`src/rtl/wb_ddr3_arb.sv`:
```
// Two-master Wishbone arbiter in front of the 128-bit DDR3 slave port.
// Round-robin or fixed-priority grant, per-grant hold limit, calibration gate
// and a stuck-transfer watchdog that returns err to the owning master.
module wb_ddr3_arb #(
    parameter int unsigned MAX_HOLD    = 4,
    parameter int unsigned TIMEOUT_CYC = 1023,
    parameter int unsigned PRIO_M0     = 0
) (
    input  logic         clk,
    input  logic         rst,
    input  logic         init_cpl,

    input  logic         m0_cyc_i,
    input  logic         m0_stb_i,
    input  logic         m0_we_i,
    input  logic [31:0]  m0_adr_i,
    input  logic [15:0]  m0_sel_i,
    input  logic [127:0] m0_dat_i,
    output logic [127:0] m0_dat_o,
    output logic         m0_ack_o,
    output logic         m0_err_o,

    input  logic         m1_cyc_i,
    input  logic         m1_stb_i,
    input  logic         m1_we_i,
    input  logic [31:0]  m1_adr_i,
    input  logic [15:0]  m1_sel_i,
    input  logic [127:0] m1_dat_i,
    output logic [127:0] m1_dat_o,
    output logic         m1_ack_o,
    output logic         m1_err_o,

    output logic         s_cyc_o,
    output logic         s_stb_o,
    output logic         s_we_o,
    output logic [31:0]  s_adr_o,
    output logic [15:0]  s_sel_o,
    output logic [127:0] s_dat_o,
    input  logic [127:0] s_dat_i,
    input  logic         s_ack_i,

    output logic [1:0]   grant_o,
    output logic [7:0]   timeout_cnt_o
);

    typedef enum logic [1:0] {StIdle, StBusy, StErr} state_e;

    state_e      state_q, state_d;
    logic        owner_q, owner_d;
    logic        last_owner_q, last_owner_d;
    logic [31:0] hold_cnt_q, hold_cnt_d;
    logic [31:0] wd_cnt_q, wd_cnt_d;
    logic [7:0]  timeout_cnt_q, timeout_cnt_d;

    logic busy, in_err, req0, req1, fwd_ack;
    logic own_cyc, own_stb, own_we;
    logic [31:0]  own_adr;
    logic [15:0]  own_sel;
    logic [127:0] own_dat;

    assign busy   = (state_q == StBusy);
    assign in_err = (state_q == StErr);
    assign req0   = m0_cyc_i & m0_stb_i;
    assign req1   = m1_cyc_i & m1_stb_i;

    // Select the current owner's bus signals
    always_comb begin
        own_cyc = owner_q ? m1_cyc_i : m0_cyc_i;
        own_stb = owner_q ? m1_stb_i : m0_stb_i;
        own_we  = owner_q ? m1_we_i  : m0_we_i;
        own_adr = owner_q ? m1_adr_i : m0_adr_i;
        own_sel = owner_q ? m1_sel_i : m0_sel_i;
        own_dat = owner_q ? m1_dat_i : m0_dat_i;
    end

    // Slave-side outputs are live only while a master holds the grant
    always_comb begin
        s_cyc_o = busy & own_cyc;
        s_stb_o = busy & own_stb;
        s_we_o  = busy & own_we;
        s_adr_o = busy ? own_adr : '0;
        s_sel_o = busy ? own_sel : '0;
        s_dat_o = busy ? own_dat : '0;
    end

    // Acks reach only the owner; late acks outside BUSY or after calibration loss are dropped
    assign fwd_ack = busy & s_ack_i & init_cpl;

    // Master-side completion, error and read-data routing
    always_comb begin
        m0_ack_o = fwd_ack & ~owner_q;
        m1_ack_o = fwd_ack & owner_q;
        m0_err_o = in_err & ~owner_q;
        m1_err_o = in_err & owner_q;
        m0_dat_o = (busy & (~owner_q | s_ack_i)) ? s_dat_i : '0;
        m1_dat_o = (busy & (owner_q | s_ack_i))  ? s_dat_i : '0;
        grant_o  = (busy | in_err) ? (owner_q ? 2'b10 : 2'b01) : 2'b00;
        timeout_cnt_o = timeout_cnt_q;
    end

    // Arbitration, hold limit and watchdog next-state
    always_comb begin
        state_d       = state_q;
        owner_d       = owner_q;
        last_owner_d  = last_owner_q;
        hold_cnt_d    = hold_cnt_q;
        wd_cnt_d      = wd_cnt_q;
        timeout_cnt_d = timeout_cnt_q;
        unique case (state_q)
            StIdle: begin
                if (init_cpl && (req0 || req1)) begin
                    if (req0 && req1) begin
                        owner_d = (PRIO_M0 != 0) ? 1'b0 : ~last_owner_q;
                    end else begin
                        owner_d = req1;
                    end
                    hold_cnt_d = '0;
                    wd_cnt_d   = '0;
                    state_d    = StBusy;
                end
            end
            StBusy: begin
                if (!init_cpl || !own_cyc) begin
                    state_d      = StIdle;
                    last_owner_d = owner_q;
                end else if (s_ack_i) begin
                    hold_cnt_d = hold_cnt_q + 32'd1;
                    wd_cnt_d   = '0;
                    if (MAX_HOLD != 0 && (hold_cnt_q + 32'd1) == MAX_HOLD) begin
                        state_d      = StIdle;
                        last_owner_d = owner_q;
                    end
                end else if (own_stb) begin
                    if (TIMEOUT_CYC != 0 && wd_cnt_q == TIMEOUT_CYC - 32'd1) begin
                        state_d = StErr;
                    end else begin
                        wd_cnt_d = wd_cnt_q + 32'd1;
                    end
                end
            end
            StErr: begin
                if (timeout_cnt_q != 8'hFF) begin
                    timeout_cnt_d = timeout_cnt_q + 8'd1;
                end
                last_owner_d = owner_q;
                state_d      = StIdle;
            end
            default: state_d = StIdle;
        endcase
    end

    // State registers; last_owner resets to m1 so m0 wins the first tie
    always_ff @(posedge clk or posedge rst) begin
        if (rst) begin
            state_q       <= StIdle;
            owner_q       <= 1'b0;
            last_owner_q  <= 1'b1;
            hold_cnt_q    <= '0;
            wd_cnt_q      <= '0;
            timeout_cnt_q <= '0;
        end else begin
            state_q       <= state_d;
            owner_q       <= owner_d;
            last_owner_q  <= last_owner_d;
            hold_cnt_q    <= hold_cnt_d;
            wd_cnt_q      <= wd_cnt_d;
            timeout_cnt_q <= timeout_cnt_d;
        end
    end

endmodule

```
`config.mk`:
```
export PLATFORM = sky130hd
export DESIGN_NAME = wb_ddr3_arb
export DESIGN_NICKNAME = d
export VERILOG_FILES = /design/src/rtl/wb_ddr3_arb.sv
export SDC_FILE = /design/constraint.sdc
export NUM_CORES = 1
export LEC_CHECK = 0
export CAP_MARGIN = 20
export CELL_PAD_IN_SITES_DETAIL_PLACEMENT = 1
export CELL_PAD_IN_SITES_GLOBAL_PLACEMENT = 1
export CORE_AREA = 2 2 365 367
export DETAILED_ROUTE_END_ITERATION = 6
export DIE_AREA = 0 0 367 369
export PLACE_DENSITY_LB_ADDON = 0.1
export SYNTH_ARGS = -nofsm -noshare
export SYNTH_HDL_FRONTEND = slang
export SYNTH_SLANG_ARGS = --single-unit
```
`constraint.sdc`:
```
create_clock -name clk -period 6.58 [get_ports clk]
set_input_delay 1.974 -clock clk [delete_from_list [all_inputs] [get_ports clk]]
set_output_delay 1.974 -clock clk [all_outputs]
set_load 0.01 [all_outputs]
```
==> out/metrics.yaml, run 1 <==
timing:
  rsz0062_at_grt: "no"
  max_freq_mhz: 162.5
  fin_crit_ns: 6.155
  worstMarginPinSlew_ns: 0.9625
  slew_viol_final: 0
  setup_tns_ns: 0
  finClkSkew_ns: 0.01209
  setup_viol: 0
  setup_slack_ns: 0.4250
  finalCritPeriodShare_pct: 93.54
  finalHoldViolations: 0
  relSlewSlack_pct: 35.68
  whs_ns: 0.5038
yosys:
  synth_mux_area_share_pct: 19.58
  synthSimpleGateAreaFrac_pct: 42.58
  synth_top_family_by_area: "simple AND/OR/NAND/NOR gates"
  syn_area_um2: 9447
  yosys-top-cells-count: "and2_1 (264), nor2b_1 (182), mux2i_1 (181)"
  yosysTopAreaCellShare_pct: 19.87
  avgSynthCellArea_um2: 7.674
  synth_compound_area_share_pct: 8.503
  ys.flop_type: "dfrtp_1"
  synthArstFlopShare_pct: 100.0
  synthTopCellsByArea: "dfrtp_1 (20%), mux2i_1 (19%), and2_1 (17%), nor2b_1 (12%), clkbuf_1 (2.8%)"
  synth_top_cell_by_area: "dfrtp_1"
  yosysUniqueCellTypes: 58
  ys_seq_area_share_pct: 20.15
  synth_fa_ha_area_share_pct: 1.060
  synth-xor-area-share_pct: 3.232
  ys_ff_latch: 76
  yosysWarnings: 0
  syn_inst: 1231
  synth_edf_count: 0
  synth.most_common_cell: "and2_1"
  syn_nets: 1729
power:
  p_per_area_nw_per_um2: 335.8
  ir_drop_mv: 0.1517
  leakage_nw: 7.774
detailed_routing:
  first_pass_iters: 5
  wl_um: 118800
  drc_errors: 0
  route.vias.total: 13170
  drt-vias-per-instance: 3.385
  initialDrtViolationCount: 595
  ant_nets: 0
  routedWlPerCell_um: 30.54
cts:
  cts.sinks: 76
  clk_latency_ns: 0.35
  holdBufCountCts: 0
  cts_buffers: 9
  cts-root-buf: "clkbuf_16"
  htreeDepth: 3
  clkSlewWorstSetupHoldPaths_ns: 0.05
  cts_resized: 0
  post_cts_buffers: 0
  cts_tree: "yes"
  cts_buffer_depth: 2
global_routing:
  grt_busiest_layer: "met2"
  use_met2_pct: 32.31
  grt_use_total_pct: 16.74
  grtUsageMet3_pct: 6.922
  grt_pass1_wl_um: 149700
  use_met1_pct: 17.11
  antenna_found_initial: 89
  grt.overflow.total: 0
  grt_pass1_vias: 14210
  grt_max_degree: 93
place:
  place_area_um2: 21020
  dp_cells: 3861
  place.gp.congestion: 0.8923
  io_buffers: 938
  place_ws_ns: 0.3719
  dpl.hpwl_um: 105600
critical_path:
  cp_data_required_time_ns: 4.61
  max_stage_delay_ns: 0.60
  startpoint: "s_ack_i"
  cp-end-kind: "output pin"
  path_cells: "clkdlybuf4s50_1, buf_4, o21a_4, buf_4, and2_1, clkdlybuf4s50_1"
  crit_buf_inv: 4
  critPathLaunchType: "input port"
  arrival_ns: 4.18
  slowest_stage: "clkdlybuf4s50_1"
  cp_max_fo: 47
  r2r-start: "hold_cnt_q[0]"
  critPathTopFamily: "buffers and inverters"
  critical_path_class: "in2out"
outcome:
  status: "finished, final reports clean"
layout:
  syn_to_final_growth_pct: 126.3
  final-instance-count-excl-fill: 3891
  design_area_um2: 21370
  fill_cells: 15540
  drive_above_1_share_pct: 3.063
  nets: 2615
floorplanning:
  rows: 133
  core_area_um2: 131100
  dieHeight_um: 369
  start_util_pct: 7.204
  fp.dieW_um: 367
  io_pins: 939
  die-area_um2: 135400
worst_hold_path:
  min_from: "timeout_cnt_o[5]"
  hp-class: "reg2reg"
job:
  maxCapViolations: 0
-- routing by layer --
metal  part of all wire, %  wire [µm]
met5                 0.083         99
met1                    35      41930
met2                    54      63680
met4                   1.4       1646
met3                   9.7      11490
-- registers in the layout (all words and copies together) (netlist names) --
| name | flops |
|---|---|
| last_owner_q | 1 |
| hold_cnt_q | 32 |
| state_q | 2 |
| owner_q | 1 |
| timeout_cnt_o | 8 |
| wd_cnt_q | 32 |
-- power breakdown --
part | internal (W) | switching (W) | total, W
clock | 0.000343 | 0.000222 | 0.000565
sequential | 0.000499 | 0.0000922 | 0.000591
combinational | 0.00293 | 0.00309 | 0.00602
-- worst paths after layout --
path | cells past startpoint | to | slack, ns
max | 6 | m1_dat_o[82] | 0.42
min | 1 | timeout_cnt_o[5] | 0.50
max reg2reg | 9 | state_q[0] | 2.47
min reg2reg | 1 | timeout_cnt_o[5] | 0.50
max in group asynchronous | 3 | wd_cnt_q[25] | 3.38
min in group asynchronous | 2 | hold_cnt_q[16] | 1.94
-- logic make-up (layout without fill, tap and decap cells) --
family,count (synthesis),in the layout
AOI/OAI and AO/OA,128,128
buffers and inverters,121,1012
xor gates and xnor gates,34,34
DFF,76,76
and+or+nand+nor,680,680
adders and majority gates,8,8
muxes,184,184
other,0,14
-- layout make-up --
type / count / area (µm²) / area share (%)
Timing Repair Buffer: 972 / 9714 / 45.45
Clock buffer: 12 / 246.5 / 1.153
Clock inverter: 4 / 72.57 / 0.3395
Sequential cell: 76 / 1907 / 8.922
Inverter: 24 / 90.09 / 0.4215
Antenna cell: 14 / 35.03 / 0.1639
Multi-Input combinational cell: 1034 / 7112 / 33.27
Tap cell: 1755 / 2196 / 10.27
-- layout by cell type, fill, tap and decap left out, types with 3 or more instances in the layout --
cell             netlist  layout
clkdlybuf4s50_1        0     936
and2_1               264     264
nor2b_1              182     182
mux2i_1              181     181
dfrtp_1               75      74
nand2_1               54      54
o21ai_0               48      48
nor2_1                38      38
nand4_1               30      30
buf_4                  0      30
xnor2_1               29      29
nand3_1               25      25
inv_1                 24      23
a21oi_1               23      23
nor3_1                21      21
or3_1                 16      16
diode_2                0      14
o31ai_1               14      14
and3_1                12      12
nor4_1                11      11
clkbuf_16              0       9
and4_1                 8       8
a31oi_1                7       7
ha_1                   8       7
o41ai_1                6       6
buf_12                 0       6
nand2b_1               5       5
a21o_1                 4       4
xor2_1                 4       4
o211ai_1               4       4
or4_1                  3       3
nand3b_1               3       3
-- per-stage QoR --
stage                     util [%]  total power [W]
final                        16.30         0.007178
after global routing         16.28         0.007699
after CTS                    16.27         0.007463
after detailed placement     16.03         0.006837
after global placement       16.03         0.006863
after floorplan                  -         0.002942
Note: power is estimated with default switching activity, not from simulation.
==> run 2: changes to the inputs <==
==> config.mk (replaced) <==
export PLATFORM = sky130hd
export DESIGN_NAME = wb_ddr3_arb
export DESIGN_NICKNAME = d
export VERILOG_FILES = /design/src/rtl/wb_ddr3_arb.sv
export SDC_FILE = /design/constraint.sdc
export NUM_CORES = 1
export LEC_CHECK = 0
export CAP_MARGIN = 20
export CELL_PAD_IN_SITES_DETAIL_PLACEMENT = 2
export CELL_PAD_IN_SITES_GLOBAL_PLACEMENT = 2
export CORE_AREA = 2 2 361 363
export DETAILED_ROUTE_END_ITERATION = 6
export DIE_AREA = 0 0 363 365
export HOLD_SLACK_MARGIN = 0.12
export PLACE_DENSITY_LB_ADDON = 0.1
export REMOVE_ABC_BUFFERS = 1
export SYNTH_ARGS = -nofsm -noshare
export SYNTH_HDL_FRONTEND = slang
export SYNTH_SLANG_ARGS = --single-unit
==> run 2 against run 1 <==
Cell area about the same. Setup slack worse by 0.061 ns. Sequential share of layout area hardly changed. Total power is 5.9% higher. Clock-buffer cell count decreased by 3. Combinational power increased by 8.3%. Non-clock buffer count is 13 higher. Global-route usage increased by 1.4 points. Hold slack barely moved. Via count grew 0.39%. Wire length grew 6.5%.
==> out/metrics.yaml, run 2 (synthesis results as in run 1) <==
critical_path:
  max_stage_delay_ns: 0.68  # +0.08 ns
  cp-end-kind: "output pin"
  slowest_stage: "clkdlybuf4s50_1"
  r2r_cells: 9  # unchanged
  arrival_ns: 4.24  # +0.06 ns
  cp_data_required_time_ns: 4.61  # about the same
  cp_max_fo: 45  # -4.3%
  critPathTopFamily: "buffers and inverters"
  critical_path_class: "in2out"
  critPathLaunchType: "input port"
  path_cells: "clkdlybuf4s50_1, inv_1, a21boi_4, buf_12, buf_12, and2_1, clkdlybuf4s50_1"
  r2r-start: "hold_cnt_q[0]"
  crit_buf_inv: 5  # +1
  r2r_setup_slack_ns: 2.57  # +0.10 ns
  worst_r2r_endpoint: "state_q[0]"
global_routing:
  grt_pass1_wl_um: 156700  # +4.7%
  antenna_found_initial: 58  # -35%
  grt_use_total_pct: 18.13  # +1.4 points
  grt.overflow.total: 0  # unchanged
  grt_pass1_vias: 14460  # +1.8%
  grt_max_degree: 64  # -31%
detailed_routing:
  route.vias.total: 13220  # +0.39%
  drt-vias-per-instance: 3.456  # +2.1%
  first_pass_iters: 4  # -1
  ant_nets: 0  # unchanged
  initialDrtViolationCount: 454  # -24%
  wl_um: 126600  # +6.5%
  drc_errors: 0  # unchanged
  routedWlPerCell_um: 33.09  # +8.4%
worst_hold_path:
  hp-class: "reg2reg"
  min_delay_path_depth: 1  # unchanged
  min_to: "timeout_cnt_o[5]"
  min_from: "timeout_cnt_o[5]"
outcome:
  status: "finished, final reports clean"
cts:
  cts_tree: "yes"
  holdBufCountCts: 0  # unchanged
  cts-root-buf: "clkbuf_16"
  cts_buffer_depth: 2  # unchanged
  clk_latency_ns: 0.37  # +0.02 ns
  cts_buffers: 9  # unchanged
  cts_resized: 0  # unchanged
  post_cts_buffers: 0  # unchanged
  htreeDepth: 3  # unchanged
  clkSlewWorstSetupHoldPaths_ns: 0.07  # +0.02 ns
  cts.sinks: 76  # unchanged
floorplanning:
  io_pins: 939  # unchanged
  start_util_pct: 7.342  # +0.14 points
  die-area_um2: 132500  # -2.2%
  rows: 132  # -0.75%
  dieHeight_um: 365  # -1.1%
  core_area_um2: 128700  # -1.9%
  fp.dieW_um: 363  # -1.1%
layout:
  final_common_cell: "clkdlybuf4s50_1"
  syn_to_final_growth_pct: 126.2  # about the same
  fill_cells: 14850  # -4.4%
  fin_util_pct: 16.61  # +0.31 points
  nets: 2628  # +0.50%
  final_cell_mix: "clkdlybuf4s50_1 (935), and2_1 (264), nor2b_1 (182), mux2i_1 (181), dfrtp_1 (74)"
  drive_above_1_share_pct: 3.794  # +0.73 points
  design_area_um2: 21360  # about the same
power:
  ir_drop_mv: 0.1551  # +2.3%
  p_per_area_nw_per_um2: 355.8  # +6.0%
  leakage_nw: 7.823  # +0.63%
timing:
  finalCritPeriodShare_pct: 94.47  # +0.93 points
  max_freq_mhz: 160.9  # -0.98%
  fin_crit_ns: 6.216  # +0.06100 ns
  setup_viol: 0  # unchanged
  finalHoldViolations: 0  # unchanged
  setup_tns_ns: 0  # unchanged
  relSlewSlack_pct: 40.52  # +4.8 points
  finClkSkew_ns: 0.01152  # -0.0005658 ns
  slew_viol_final: 0  # unchanged
  rsz0062_at_grt: "no"
  worstMarginPinSlew_ns: 0.8674  # -0.09507 ns
place:
  place.gp.congestion: 0.8467  # -5.1%
  place_area_um2: 21040  # about the same
  io_buffers: 938  # unchanged
  dpl.hpwl_um: 113300  # +7.3%
job:
  maxCapViolations: 0  # unchanged
-- run 2: changes by cell type in the layout (fill, tap and decap cells not counted), moves of 2 or more --
cell	previous run	this run
buf_12	6	8
buf_4	30	42
bufinv_16	2	0
clkbuf_1	2	0
clkinv_4	0	2
clkinvlp_4	1	3
diode_2	14	16
-- run 2: report_power, final --
part,internal (W),total (W),switching [W]
registers,0.000499,0.000565,0.0000662
logic,0.00298,0.00652,0.00354
clock network,0.000261,0.000514,0.000253
total,0.00374,0.00760,0.00386
-- run 2: area by class of cell --
class	instances	area, µm²	area share [%]
antenna	16	40.04	0.1874
inverter	24	90.09	0.4217
sequential	76	1907	8.925
multi-input combinational	1034	7112	33.29
tap	1675	2096	9.810
timing repair buffer	985	9834	46.03
clock inverter	7	60.06	0.2811
clock buffer	9	225.2	1.054
-- run 2: stage by stage --
stage / hold slack [ns] / instances / worst slack (ns) / total power, W
6_report: 0.5043 / 3826 / 0.3640 / 0.007602
3_5_place_dp: 0.4942 / 3794 / 0.2633 / 0.007323
5_1_grt: 0.5375 / 3811 / 0.2271 / 0.008023
3_3_place_gp: 0.4856 / 3794 / 0.2717 / 0.007324
2_1_floorplan: 0.4875 / 1134 / -10.19 / 0.003214
4_1_cts: 0.5049 / 3810 / 0.2620 / 0.007903
-- run 2: worst max path at each step --
stage               startpoint      endpoint  slack, ns  cells after the start
finish                 s_ack_i  m0_dat_o[77]       0.36                      7
global route           s_ack_i  m0_dat_o[40]       0.23                      7
CTS                    s_ack_i  m1_dat_o[38]       0.26                      6
detailed placement     s_ack_i  m1_dat_o[38]       0.26                      6
global placement       s_ack_i   m0_dat_o[0]       0.27                      7
floorplan              owner_q   m0_dat_o[0]     -10.19                      2
-- run 2: metal layers --
metal	global-route usage [%]	share of wire, %	vias up
met1	18.75	36	6502
met5	0	0.37	-
met2	34.33	53	543
met4	2.856	1.4	72
met3	7.581	9.9	108
li1	-	-	5999
